`config.mk`:
```
export PLATFORM = sky130hd
export DESIGN_NAME = sram16_mem_responder
export DESIGN_NICKNAME = d
export VERILOG_FILES = /design/src/rtl/sram16_mem_responder.sv
export SDC_FILE = /design/constraint.sdc
export NUM_CORES = 1
export LEC_CHECK = 0
export ABC_AREA = 1
export BUFFER_PORTS_ARGS = -buffer_cell sky130_fd_sc_hd__buf_2
export CORE_MARGIN = 3
export CORE_UTILIZATION = 30
export CTS_CLUSTER_SIZE = 40
export DETAILED_ROUTE_END_ITERATION = 10
export GPL_ROUTABILITY_DRIVEN = 0
export GPL_TIMING_DRIVEN = 0
export PLACE_DENSITY_LB_ADDON = 0.25
export SYNTH_ARGS = -nofsm -noshare
export SYNTH_HDL_FRONTEND = slang
export SYNTH_SLANG_ARGS = --single-unit
```
`constraint.sdc`:
```
create_clock -name clk -period 2.6 [get_ports clk]
set_clock_uncertainty 0.05 [all_clocks]
set_input_delay 0.52 -clock clk [delete_from_list [all_inputs] [get_ports clk]]
set_output_delay 0.52 -clock clk [all_outputs]
set_load 0.01 [all_outputs]
```
`src/rtl/sram16_mem_responder.sv`:
```
// Responder for the 64-bit mem_req/mem_wren/mem_ready interface: each request becomes four 16-bit async SRAM beats.
// Build macro SRAM_RANGE_CHECK_EN rejects addresses beyond the SRAM (no strobes, all-ones read data).
module sram16_mem_responder #(
    parameter int SRAM_AW     = 18,
    parameter int WAIT_STATES = 0
) (
    input  logic               clk,
    input  logic               reset,
    input  logic [31:0]        mem_address,
    input  logic [63:0]        to_mem,
    output logic [63:0]        from_mem,
    input  logic               mem_req,
    input  logic               mem_wren,
    output logic               mem_ready,
    output logic [SRAM_AW-1:0] sram_addr,
    output logic [15:0]        sram_dq_out,
    input  logic [15:0]        sram_dq_in,
    output logic               sram_dq_oe,
    output logic               sram_ce_n,
    output logic               sram_oe_n,
    output logic               sram_we_n,
    output logic               sram_ub_n,
    output logic               sram_lb_n
);

    localparam int         QW_AW     = SRAM_AW - 2;
    localparam logic [3:0] LAST_WAIT = 4'(WAIT_STATES);

    typedef enum logic [2:0] {
        IDLE,
        SETUP,
        STROBE,
        HOLD,
        DONE
    } state_t;

    state_t             state, state_nxt;
    logic [1:0]         beat, beat_nxt;
    logic [3:0]         wait_cnt, wait_cnt_nxt;
    logic [QW_AW-1:0]   addr_lat, addr_lat_nxt;
    logic               wren_lat, wren_lat_nxt;
    logic [63:0]        wdata_lat, wdata_lat_nxt;
    logic [63:0]        from_mem_nxt;
    logic               mem_ready_nxt;
    logic [SRAM_AW-1:0] sram_addr_nxt;
    logic [15:0]        sram_dq_out_nxt;
    logic               sram_dq_oe_nxt;
    logic               sram_ce_n_nxt;
    logic               sram_oe_n_nxt;
    logic               sram_we_n_nxt;
    logic               sram_lane_n_nxt;
    logic               access_nxt;

`ifdef SRAM_RANGE_CHECK_EN
    logic out_of_range;
    assign out_of_range = (mem_address[31:QW_AW] != '0);
`else
    logic unused_addr_hi;
    assign unused_addr_hi = ^mem_address[31:QW_AW];
`endif

    // Sequencing: latch the request, walk four beats, then pulse ready for one cycle.
    always_comb begin
        state_nxt     = state;
        beat_nxt      = beat;
        wait_cnt_nxt  = wait_cnt;
        addr_lat_nxt  = addr_lat;
        wren_lat_nxt  = wren_lat;
        wdata_lat_nxt = wdata_lat;
        from_mem_nxt  = from_mem;
        case (state)
            IDLE: begin
                if (mem_req) begin
                    addr_lat_nxt  = mem_address[QW_AW-1:0];
                    wren_lat_nxt  = mem_wren;
                    wdata_lat_nxt = to_mem;
                    beat_nxt      = 2'd0;
                    wait_cnt_nxt  = 4'd0;
                    state_nxt     = SETUP;
`ifdef SRAM_RANGE_CHECK_EN
                    if (out_of_range) begin
                        state_nxt = DONE;
                        if (!mem_wren) begin
                            from_mem_nxt = '1;
                        end
                    end
`endif
                end
            end
            SETUP: begin
                wait_cnt_nxt = 4'd0;
                state_nxt    = STROBE;
            end
            STROBE: begin
                if (wait_cnt == LAST_WAIT) begin
                    if (!wren_lat) begin
                        from_mem_nxt[{beat, 4'b0000} +: 16] = sram_dq_in;
                    end
                    state_nxt = HOLD;
                end else begin
                    wait_cnt_nxt = wait_cnt + 4'd1;
                end
            end
            HOLD: begin
                if (beat == 2'd3) begin
                    state_nxt = DONE;
                end else begin
                    beat_nxt  = beat + 2'd1;
                    state_nxt = SETUP;
                end
            end
            DONE: begin
                state_nxt = IDLE;
            end
            default: begin
                state_nxt = IDLE;
            end
        endcase
    end

    // Outputs are registered, so they are decoded from the state being entered.
    always_comb begin
        access_nxt      = (state_nxt == SETUP) || (state_nxt == STROBE) || (state_nxt == HOLD);
        mem_ready_nxt   = (state_nxt == DONE);
        sram_addr_nxt   = sram_addr;
        sram_dq_out_nxt = sram_dq_out;
        sram_dq_oe_nxt  = 1'b0;
        sram_ce_n_nxt   = 1'b1;
        sram_oe_n_nxt   = 1'b1;
        sram_we_n_nxt   = 1'b1;
        sram_lane_n_nxt = 1'b1;
        if (access_nxt) begin
            sram_ce_n_nxt   = 1'b0;
            sram_lane_n_nxt = 1'b0;
            sram_addr_nxt   = {addr_lat_nxt, beat_nxt};
            if (wren_lat_nxt) begin
                sram_dq_oe_nxt  = 1'b1;
                sram_dq_out_nxt = wdata_lat_nxt[{beat_nxt, 4'b0000} +: 16];
                sram_we_n_nxt   = (state_nxt != STROBE);
            end else begin
                sram_oe_n_nxt = 1'b0;
            end
        end
    end

    always_ff @(posedge clk) begin
        if (reset) begin
            state       <= IDLE;
            beat        <= 2'd0;
            wait_cnt    <= 4'd0;
            addr_lat    <= '0;
            wren_lat    <= 1'b0;
            wdata_lat   <= '0;
            from_mem    <= '0;
            mem_ready   <= 1'b0;
            sram_addr   <= '0;
            sram_dq_out <= '0;
            sram_dq_oe  <= 1'b0;
            sram_ce_n   <= 1'b1;
            sram_oe_n   <= 1'b1;
            sram_we_n   <= 1'b1;
            sram_ub_n   <= 1'b1;
            sram_lb_n   <= 1'b1;
        end else begin
            state       <= state_nxt;
            beat        <= beat_nxt;
            wait_cnt    <= wait_cnt_nxt;
            addr_lat    <= addr_lat_nxt;
            wren_lat    <= wren_lat_nxt;
            wdata_lat   <= wdata_lat_nxt;
            from_mem    <= from_mem_nxt;
            mem_ready   <= mem_ready_nxt;
            sram_addr   <= sram_addr_nxt;
            sram_dq_out <= sram_dq_out_nxt;
            sram_dq_oe  <= sram_dq_oe_nxt;
            sram_ce_n   <= sram_ce_n_nxt;
            sram_oe_n   <= sram_oe_n_nxt;
            sram_we_n   <= sram_we_n_nxt;
            sram_ub_n   <= sram_lane_n_nxt;
            sram_lb_n   <= sram_lane_n_nxt;
        end
    end

endmodule
```
* Word-level counts from Yosys, hierarchy flattened
Cells that the tools add are included.
** Cells by class
- Add/subtract/negate cells :: 3
- Eq/ne operators :: 11
- Shift-type cells :: 3
- Mux-type cells :: 19
- Bitwise logic cells :: 3
- Reductions and logical operators :: 10
** Operators by type and width (number)
- $mux W64 :: 2
- $bwmux W64 :: 1
- $shift A16 B8 Y64 const A :: 1
- $shiftx A16 B8 Y64 :: 1
- $shiftx A64 B7 Y16 :: 1
- $mux W16 :: 2
- $eq A3 B2 Y1 const B :: 4
- $pmux W3 S4 :: 1
- $pmux W4 S3 :: 1
- $mux W3 :: 3
- $mux W4 :: 2
- $neg A6 Y8 :: 1
- $eq A3 B1 Y1 const B :: 2
- $reduce_and A3 Y1 :: 2
- $add A4 B1 Y4 const B :: 1
- $logic_not A4 Y1 :: 1
- $mux W1 :: 4
- $mux W2 :: 2
- $ne A2 B2 Y1 const B :: 2
- $pmux W2 S2 :: 1
- $eq A3 B3 Y1 const B :: 1
- $logic_not A3 Y1 :: 1
- $ne A3 B2 Y1 const B :: 1
- $not A1 Y1 :: 3
- other kinds (7) :: 8
** Storage, ports and cells
- Register bits after elaboration :: 193
- Word-level logic and storage cells :: 63

* Depth between registers and ports, before layout
Gate-level depths: netlist of run 1.
- Depth after elaboration :: 8
- Mapped depth :: 14
- Gate-level depth less buffers :: 12

* Worst setup path before layout of run 1
No wires, ideal clock.
- Path kind :: reg2reg
- From :: register beat[0]
- To :: register from_mem[25]
- Setup time :: 0.071 ns
- Arrival time :: 2.052 ns
- Setup slack :: 0.427 ns
- Stages on the path, launching flop included :: 9
- Clock period less this slack :: 2.173 ns
- Path through :: dfxtp_1 inv_1 clkbuf_1 ha_1 inv_1 nor2_1 clkbuf_1 nand4_1 a21oi_1
** Between the ends
- Longest elaborated chain between the ends :: 3
** Ends and longest elaborated chain
- start: declaration :: RTL line 38 : logic [1:0] beat, beat_nxt;
- start signal: assignment :: RTL line 166 : beat <= beat_nxt;
- $neg A6 Y8 * :: RTL line 97 : from_mem_nxt[{beat, 4'b0000} +: 16] = sram_dq_in;
- $shiftx A16 B8 Y64 / $shift A16 B8 Y64 (equally long branches) :: RTL line 97
- $bwmux W64 * :: RTL line 97
- end signal: assignment :: RTL line 171 : from_mem <= from_mem_nxt;
- end: declaration :: RTL line 11 : output logic [63:0] from_mem,
Every way passes the cells marked *; elsewhere a longest branch is shown, timed or not.
A chain may end at the register's enable or synchronous reset.

* Worst setup path in the final report of run 1
- From :: register beat[0]
- To :: register from_mem[27]
The elaborated chain is that of the path after synthesis.

==> results.cfg, run 1 <==
[status]
status = complete, no violations

[cts]
clk_latency_ps = 440
cts_tree = built
cts_root_buf = clkbuf_16
hold_buffers = 0
cts_sinks = 193
postCtsSetupBuffers = 0
cts_buffer_depth = 2
cts_buffers = 17
clkTransAtPathRegs_ps = 70
h-tree-depth = 4

[setup_path]
critPathRequiredTime_ps = 2910
crit_arrival_ps = 2780
worstPathCellList = inv_1, clkbuf_2, ha_1, inv_1, nor2_2, buf_1, nand4_1, a21oi_1
r2r_slack_ps = 130
max_stage_delay_ps = 470
cpMaxStageDelayCell = dfxtp_2
crit_buf_inv = 4
end_kind = register
path_common_cell = inv_1
cp_max_fo = 12
worstSetupStartpointType = register
cp_top_family = buffers and inverters
critPathKind = register to register

[placement]
dp_cells = 1741
dpl.hpwl_mm = 20.94
placed_area_mm2 = 0.009907
port_buffers = 203

[final_layout]
area_growth_pct = 24.71
stdcell_area_mm2 = 0.01051
layout_common_cells = nand2_1, buf_2, dfxtp_1
drive_gt1_frac = 0.2227
layout.nets = 1512
antenna_cells = 0
final_common_cell = nand2_1
fin_cells = 1773
multi_input_area_mm2 = 0.003566
ff_latch_area_mm2 = 0.003865
fillers = 2949

[sta]
maxSlewHeadroom = 0.5626
post-route-period-util = 0.9503
fin_crit_ps = 2471
rsz0062_at_grt = true
hold_viol = 0
holdWs_ps = 292.2
setup_viol = 0
timing.fmax_ghz = 0.4047
worst_pin_slew_ps = 656.2
maxSlewViolCount = 0

[power_and_ir_drop]
p_int_mw = 5.114
sequentialPowerShare = 0.443
p_sw_frac = 0.3169
p_leak_nw = 5.328
p_switching_mw = 2.373
p_total_mw = 7.487
power_density_mw_per_mm2 = 712.5
power_frac_comb = 0.200
clkPwrFrac = 0.356
ir_drop_mv = 0.3114

[synth]
ys_types = 30
avgSynthCellArea_um2 = 7.226
synthTopCellsByArea = dfxtp_1, nand2_1, nand3_1
syn_inst = 1166
synth.cell_area_mm2 = 0.008426
ys_seq_area_frac = 0.4586
synth.top_cell.area_share = 0.4586
yosys_warnings = 0
syn-num-nets = 1290
ys_seq_elements = 193
yosys.area.top_type = dfxtp_1

[routing]
antenna_left = 0
drt_wl_total_mm = 27.12
wire_per_inst_um = 15.30
drt_iter0_markers = 432
vias_per_cell = 4.531
vias = 8033
drc = 0
first_pass_iters = 4

[global_route]
overflow = 0
grt_pass1_vias = 7950
grt_pass1_wl_mm = 43.06
grt_max_degree = 20
grt_use_total = 0.1788
antenna_found_initial = 1

[floorplan]
die_area_mm2 = 0.03013
ios = 221
num_rows = 60
core_area_mm2 = 0.02725
die_x_um = 173.6
die_h_um = 173.6
start_util = 0.3092

[run]
cap_violations = 0

[worst_hold_path]
hold_class = input pin to register
[worst reg2reg max path, stage by stage (launching register included)]
cell,delay [ps]
dfxtp_2,470
inv_1,150
clkbuf_2,240
ha_1,360
inv_1,50
nor2_2,340
buf_1,400
nand4_1,170
a21oi_1,160
[sequential cells by signal, indices dropped and copies added (netlist names)]
| signal | flops |
|---|---|
| sram_dq_oe | 1 |
| wait_cnt | 4 |
| sram_we_n | 1 |
| from_mem | 64 |
| beat | 2 |
| sram_addr | 18 |
| addr_lat | 16 |
| mem_ready | 1 |
| sram_dq_out | 16 |
| state | 3 |
| sram_oe_n | 1 |
| wren_lat | 1 |
| sram_lb_n | 1 |
| wdata_lat | 64 |
[layer usage]
| layer | GRT usage | part of all wire |
|---|---|---|
| met2 | 0.2911 | 0.45 |
| met5 | 0 | 0.00041 |
| met4 | 0.05999 | 0.030 |
| met3 | 0.05191 | 0.065 |
| met1 | 0.2275 | 0.45 |
[cell type report]
cell class / instances / share of cell area
sequential: 193 / 0.3678
timing repair buffer: 203 / 0.09669
tap: 372 / 0.04430
inverter: 159 / 0.05680
clock buffer: 17 / 0.04049
multi-input combinational: 731 / 0.3394
clock inverter: 15 / 0.01608
buffer: 83 / 0.03846
[metrics by stage]
step / setup slack (ps) / TNS, ps / util
detailed placement: -321.7 / -8696 / 0.3635
global placement: -296.6 / -8282 / 0.3635
global route: -47.45 / -268.8 / 0.3856
CTS: 57.23 / 0 / 0.3855
floorplan: 427.3 / 0 / -
finish: 129.1 / 0 / 0.3856
[cell usage after synthesis]
cell type	number
clkbuf_1	39
buf_2	24
buf_4	12
nor2_1	126
a21oi_1	51
nand3_2	5
buf_1	6
xor2_1	1
inv_1	143
a211oi_1	17
clkinv_1	1
nor2_2	2
dfxtp_1	193
nand2_1	232
nor2_4	5
a31o_2	1
ha_1	8
o21ai_0	37
nand4_1	60
nand2_4	1
o31ai_1	1
nand3_1	124
mux2i_1	16
nor3_1	2
a21oi_4	1
or2_1	2
buf_6	2
inv_2	15
o21ai_1	34
nand2_2	5
[what timing repair did]
action | 4_1_cts | 5_1_grt
endpoints found under the hold margin | 0 | 0
resized for setup | 3 | 3
pin swaps | 0 | 0
setup endpoints to repair | 53 | 21
[path summary, 6_finish.rpt]
path | start | endpoint | depth (start not counted)
max | beat[0] | from_mem[27] | 8
min reg2reg | from_mem[30] | from_mem[30] | 2
min | mem_address[12] | addr_lat[12] | 3
max reg2reg | beat[0] | from_mem[27] | 8
[power groups by stage]
stage / Combinational (mW) / Clock, mW / Sequential [mW]
5_1_grt: 1.70 / 2.86 / 3.35
4_1_cts: 1.52 / 2.73 / 3.32
3_5_place_dp: 1.51 / 0 / 3.39
2_1_floorplan: 0.941 / 0 / 3.42
3_3_place_gp: 1.49 / 0 / 3.38
6_report: 1.50 / 2.67 / 3.32
[cell families after synthesis]
family / count (synthesis) / share of synthesized area
muxes: 16 / 0.01901
adders and majority gates: 8 / 0.01188
AOI/OAI and AO/OA: 142 / 0.09148
DFF: 193 / 0.4586
xor gates and xnor gates: 1 / 0.001040
buffers and inverters: 242 / 0.1185
and+or+nand+nor: 564 / 0.2995
No activity file was read; power rests on OpenSTA's default activity.
==> run 2: changes to the inputs <==
--- a/config.mk
+++ b/config.mk
@@ -5,9 +5,8 @@
 export SDC_FILE = /design/constraint.sdc
 export NUM_CORES = 1
 export LEC_CHECK = 0
-export ABC_AREA = 1
 export BUFFER_PORTS_ARGS = -buffer_cell sky130_fd_sc_hd__buf_2
-export CORE_MARGIN = 3
+export CORE_MARGIN = 10
 export CORE_UTILIZATION = 30
 export CTS_CLUSTER_SIZE = 40
 export DETAILED_ROUTE_END_ITERATION = 10
==> run 2 against run 1 <==
Against the previous run:
- die area rose by 6.1%
- critical path depth stayed put
- via count shrank 9.2%
- core utilization up 0.41 points
- flip-flop and latch count did not move
- register-to-register slack improved by 30 ps
- total power is 1.5% higher
- fmax up 1.3%
- sequential power about the same
- final area fell by 7.4%
- critical endpoint is now sram_dq_out[6]
- combinational power shrank 5%
- clock-buffer cell count unchanged
==> results.cfg, run 2 <==
[status]
status = complete, no violations

[synth]
synthTopCellsByArea = dfxtp_1, nand2_1, a21oi_1
ys_types = 38
ys_seq_elements = 193
synth_common_cells = nand2_1, dfxtp_1, a21oi_1
synth_most_common_cell = nand2_1
yosys.area.top_type = dfxtp_1
ys_seq_area_frac = 0.5109
synth-main-ff-cell = dfxtp_1
yosys_warnings = 0
synth.cell_area_mm2 = 0.007562
syn-num-nets = 1058
synthArstFlopShare = 0
synth.top_cell.area_share = 0.5109
syn_inst = 934
synth_edf_count = 0
avgSynthCellArea_um2 = 8.097

[final_layout]
area_growth_pct = 28.62
fin_cells = 1500
layout.nets = 1281
drive_gt1_frac = 0.2393
antenna_cells = 0
final_common_cell = nand2_1
top_regs = from_mem x64, wdata_lat x64, sram_addr x18
final_util = 0.3896
layout_common_cells = nand2_1, buf_2, dfxtp_1

[cts]
cts_tree = built
clk_latency_ps = 440
h-tree-depth = 4
cts_buffers = 17
cts_buffer_depth = 2
hold_buffers = 0
clkTransAtPathRegs_ps = 90
cts_sinks = 193
cts_root_buf = clkbuf_16

[global_route]
antenna_found_initial = 0
grt_max_degree = 23
grt_use_total = 0.1588
grt_pass1_wl_mm = 39.69
overflow = 0
grt_pass1_vias = 7093

[sta]
rsz0062_at_grt = false
holdWs_ps = 251.1
worst_pin_slew_ps = 741.1
fin_crit_ps = 2439
setup_viol = 0
hold_viol = 0
tns_ps = 0
setup_slack_ps = 160.7
maxSlewHeadroom = 0.5060
post-route-period-util = 0.9382
timing.fmax_ghz = 0.4100
maxSlewViolCount = 0

[floorplan]
ios = 221
start_util = 0.3029
die_area_mm2 = 0.03196
die_h_um = 178.8
die_x_um = 178.8
num_rows = 58
core_area_mm2 = 0.02496

[run]
cap_violations = 0

[placement]
dp_cells = 1468
pre_cts_ws_ps = -401.3
port_buffers = 204
dpl.hpwl_mm = 19.57

[routing]
vias = 7294
drt_iter0_markers = 435
vias_per_cell = 4.863
wire_per_inst_um = 17.18
first_pass_iters = 5
antenna_left = 0
drt_wl_total_mm = 25.76
drc = 0

[setup_path]
worstPathCellList = inv_1, ha_1, and4b_1, a2111o_1, clkbuf_1, nand2_1, nand3_1, a32o_1
end_kind = register
cp_top_family = compound AO/OA/AOI/OAI gates
cpMaxStageDelayCell = a2111o_1
crit_arrival_ps = 2730
crit_buf_inv = 2
reg2reg_from = beat[1]
critPathKind = register to register
worstSetupStartpointType = register
crit_path_start = beat[1]
critPathRequiredTime_ps = 2890
cp_max_fo = 10
max_stage_delay_ps = 460

[worst_hold_path]
hold_class = input pin to register
min_from = to_mem[28]

[power_and_ir_drop]
p_leak_nw = 3.970
clkPwrFrac = 0.374
power_density_mw_per_mm2 = 781.0
ir_drop_mv = 0.4222
p_switching_mw = 2.447
p_int_mw = 5.150
sequentialPowerShare = 0.439
p_sw_frac = 0.3220
power_frac_comb = 0.186
run 2: changes by cell type after synthesis, sizes merged, moves of 22 or more:
cell / change
buf: -22
a21oi: +79
inv: -154
nand3: -46
nor2: -69
o21ai: -69
nand4: -58
nand2: +24
run 2: routing by layer:
layer | vias up | GRT usage | part of all wire
li1 | 3626 | - | -
met1 | 3402 | 0.2114 | 0.46
met2 | 248 | 0.2468 | 0.45
met3 | 18 | 0.04886 | 0.080
met4 | 0 | 0.03617 | 0.0096
met5 | - | 0 | 0
run 2: final timing paths:
path | endpoint | slack [ps] | cells after the start
worst max-delay path | sram_dq_out[6] | 160 | 8
worst min-delay path | wdata_lat[28] | 250 | 3
worst max register to register | sram_dq_out[6] | 160 | 8
worst min register to register | from_mem[11] | 400 | 2
run 2: repair_timing:
| item | 4_1_cts | 5_1_grt |
|---|---|---|
| gates resized for setup | 6 | 24 |
| setup endpoints to repair | 22 | 69 |
| setup buffers | 1 | 0 |
run 2: final cells by class:
cell class,instances,area [µm²]
repair buffers,205,1028
clock buffers,17,425.4
fillers,2686,15240
plain buffers,75,334.1
flip-flops and latches,193,3865
multi-input cells,660,3420
well taps,330,412.9
clock inverters,15,222.7
inverters,5,18.77
run 2: power by group through the flow:
stage | clock network, mW | registers, mW | logic, mW
floorplan | 0 | 3.43 | 0.826
global placement | 0 | 3.40 | 1.39
detailed placement | 0 | 3.41 | 1.40
CTS | 2.91 | 3.34 | 1.41
global route | 3.01 | 3.37 | 1.60
finish | 2.84 | 3.34 | 1.42
run 2: cells by family after synthesis:
group,after synthesis,synth area share
and+or+nand+nor,442,0.2477
DFF,193,0.5109
AOI/OAI and AO/OA,187,0.1527
buffers and inverters,81,0.04550
muxes,20,0.02647
adders and majority gates,8,0.01324
xor gates and xnor gates,3,0.003475
run 2: worst reg2reg max path: stages (launching register included):
cell and delay [ps]:
dfxtp_1 430, inv_1 170, ha_1 220, and4b_1 210, a2111o_1 460, clkbuf_1 300
nand2_1 150, nand3_1 90, a32o_1 260
run 2: metrics by stage:
| step | total power [mW] | instance area [µm²] |
|---|---|---|
| finish | 7.597 | 9727 |
| global route | 7.978 | 9727 |
| CTS | 7.664 | 9684 |
| detailed placement | 4.806 | 8996 |
| global placement | 4.795 | 8996 |
| floorplan | 4.257 | 7562 |
==> run 3: changes to the inputs <==
==> constraint.sdc (replaced) <==
create_clock -name clk -period 2.92 [get_ports clk]
set_clock_uncertainty 0.05 [all_clocks]
set_input_delay 0.584 -clock clk [delete_from_list [all_inputs] [get_ports clk]]
set_output_delay 0.584 -clock clk [all_outputs]
set_load 0.01 [all_outputs]
==> run 3 against run 2 <==
Against the previous run:
- fmax is 10% lower
- flip-flop and latch count stayed put
- via count is 0.64% lower
- die area stayed put
- routed wire length is 0.11% higher
- total power is 11% lower
- worst setup slack better by 38 ps
- sequential share of layout area is 0.23 points higher
==> results.cfg, run 3 (synthesis results as in run 2) <==
[final_layout]
layout_common_cells = nand2_1, buf_2, dfxtp_1
fillers = 2697
ff_latch_area_mm2 = 0.003864
final_util = 0.3872
fin_cells = 1500
final_common_cell = nand2_1
drive_gt1_frac = 0.2274
area_growth_pct = 27.83
multi_input_area_mm2 = 0.003376
antenna_cells = 0
top_regs = from_mem x64, wdata_lat x64, sram_addr x18
stdcell_area_mm2 = 0.009667
layout.nets = 1281

[global_route]
met1_usage = 0.2114
top_usage_layer = met2
grt_pass1_wl_mm = 39.65
grt_use_total = 0.1589
grtUsageMet2 = 0.2470
grt_max_degree = 23
grtUsageMet3 = 0.04886
overflow = 0
antenna_found_initial = 0
grt_pass1_vias = 7082

[floorplan]
die_h_um = 178.8
num_rows = 58
ios = 221
die_area_mm2 = 0.03196
core_area_mm2 = 0.02496
die_x_um = 178.8
start_util = 0.3029

[cts]
clkTransAtPathRegs_ps = 90
cts_buffers = 17
hold_buffers = 0
h-tree-depth = 4
cts_buffer_depth = 2
cts_root_buf = clkbuf_16
cts_tree = built
clk_latency_ps = 430
cts_sinks = 193

[routing]
vias = 7247
drc = 0
first_pass_iters = 5
drt_wl_total_mm = 25.79
drt_iter0_markers = 452
vias_per_cell = 4.831
wire_per_inst_um = 17.19
antenna_left = 0

[placement]
dpl.hpwl_mm = 19.57
placed_area_mm2 = 0.008996
port_buffers = 204
dp_cells = 1468

[sta]
timing.fmax_ghz = 0.3675
fin_crit_ps = 2721
rsz0062_at_grt = true
post-route-period-util = 0.9318
setup_viol = 0
maxSlewHeadroom = 0.4586
holdWs_ps = 317.0
maxSlewViolCount = 0
hold_viol = 0
worst_pin_slew_ps = 805.9

[setup_path]
cpMaxStageDelayCell = a221oi_4
critPathRequiredTime_ps = 3210
max_stage_delay_ps = 600
worstSetupStartpointType = register
cp_max_fo = 10
end_kind = register
worstPathCellList = inv_1, ha_1, clkbuf_1, a221oi_4, clkbuf_2, a32oi_1, a32o_1
critPathKind = register to register
crit_arrival_ps = 3020

[power_and_ir_drop]
power_density_mw_per_mm2 = 697.1
p_leak_nw = 3.933
ir_drop_mv = 0.3761

[worst_hold_path]
hold_class = input pin to register

[status]
status = complete, no violations

[run]
cap_violations = 0
==> run 3: what timing repair did <==
action / in CTS / in global routing
endpoints found under the setup margin: 8 / 28
pin swaps: 0 / 0
resized for setup: 1 / 4
gates cloned: 0 / 0
buffers inserted: 0 / 0
==> run 3: routing by layer <==
metal  wire length (µm)  part of all wire
met1              11860              0.46
met4                186            0.0072
met5                  0                 0
met3               2134             0.083
met2              11610              0.45
==> run 3: critical path: cells and delay by family, from the launching register on <==
kind | cells | cell delay [ps]
buf+inv | 3 | 780
flops | 1 | 510
compound gates | 3 | 1060
fa+ha+maj | 1 | 240
==> run 3: worst paths after layout <==
check	slack [ps]	end	cells after the start	startpoint
worst max register to register	200	sram_dq_out[7]	7	beat[0]
worst max-delay path	200	sram_dq_out[7]	7	beat[0]
worst min register to register	400	from_mem[32]	2	from_mem[32]
worst min-delay path	320	wdata_lat[28]	3	to_mem[28]
==> run 3: power breakdown <==
group | internal (mW) | switching [mW] | leakage, nW
registers | 2.86 | 0.113 | 1.57
clock network | 1.28 | 1.25 | 0.313
logic | 0.443 | 0.801 | 2.05
total | 4.58 | 2.16 | 3.93
==> run 3: stage by stage <==
step / power [mW] / worst slack (ps) / TNS (ps)
floorplan: 3.790 / 717.7 / 0
global placement: 4.269 / -60.57 / -255.1
detailed placement: 4.280 / -81.30 / -482.9
CTS: 6.820 / 86.57 / 0
global route: 7.088 / -38.67 / -166.2
finish: 6.739 / 199.0 / 0
==> run 3: cell type report <==
class,count,share of cell area
Multi-Input combinational cell,660,0.3492
Sequential cell,193,0.3997
Timing Repair Buffer,204,0.1056
Tap cell,330,0.04271
Clock inverter,15,0.02304
Buffer,76,0.03378
Inverter,5,0.001941
Clock buffer,17,0.04401
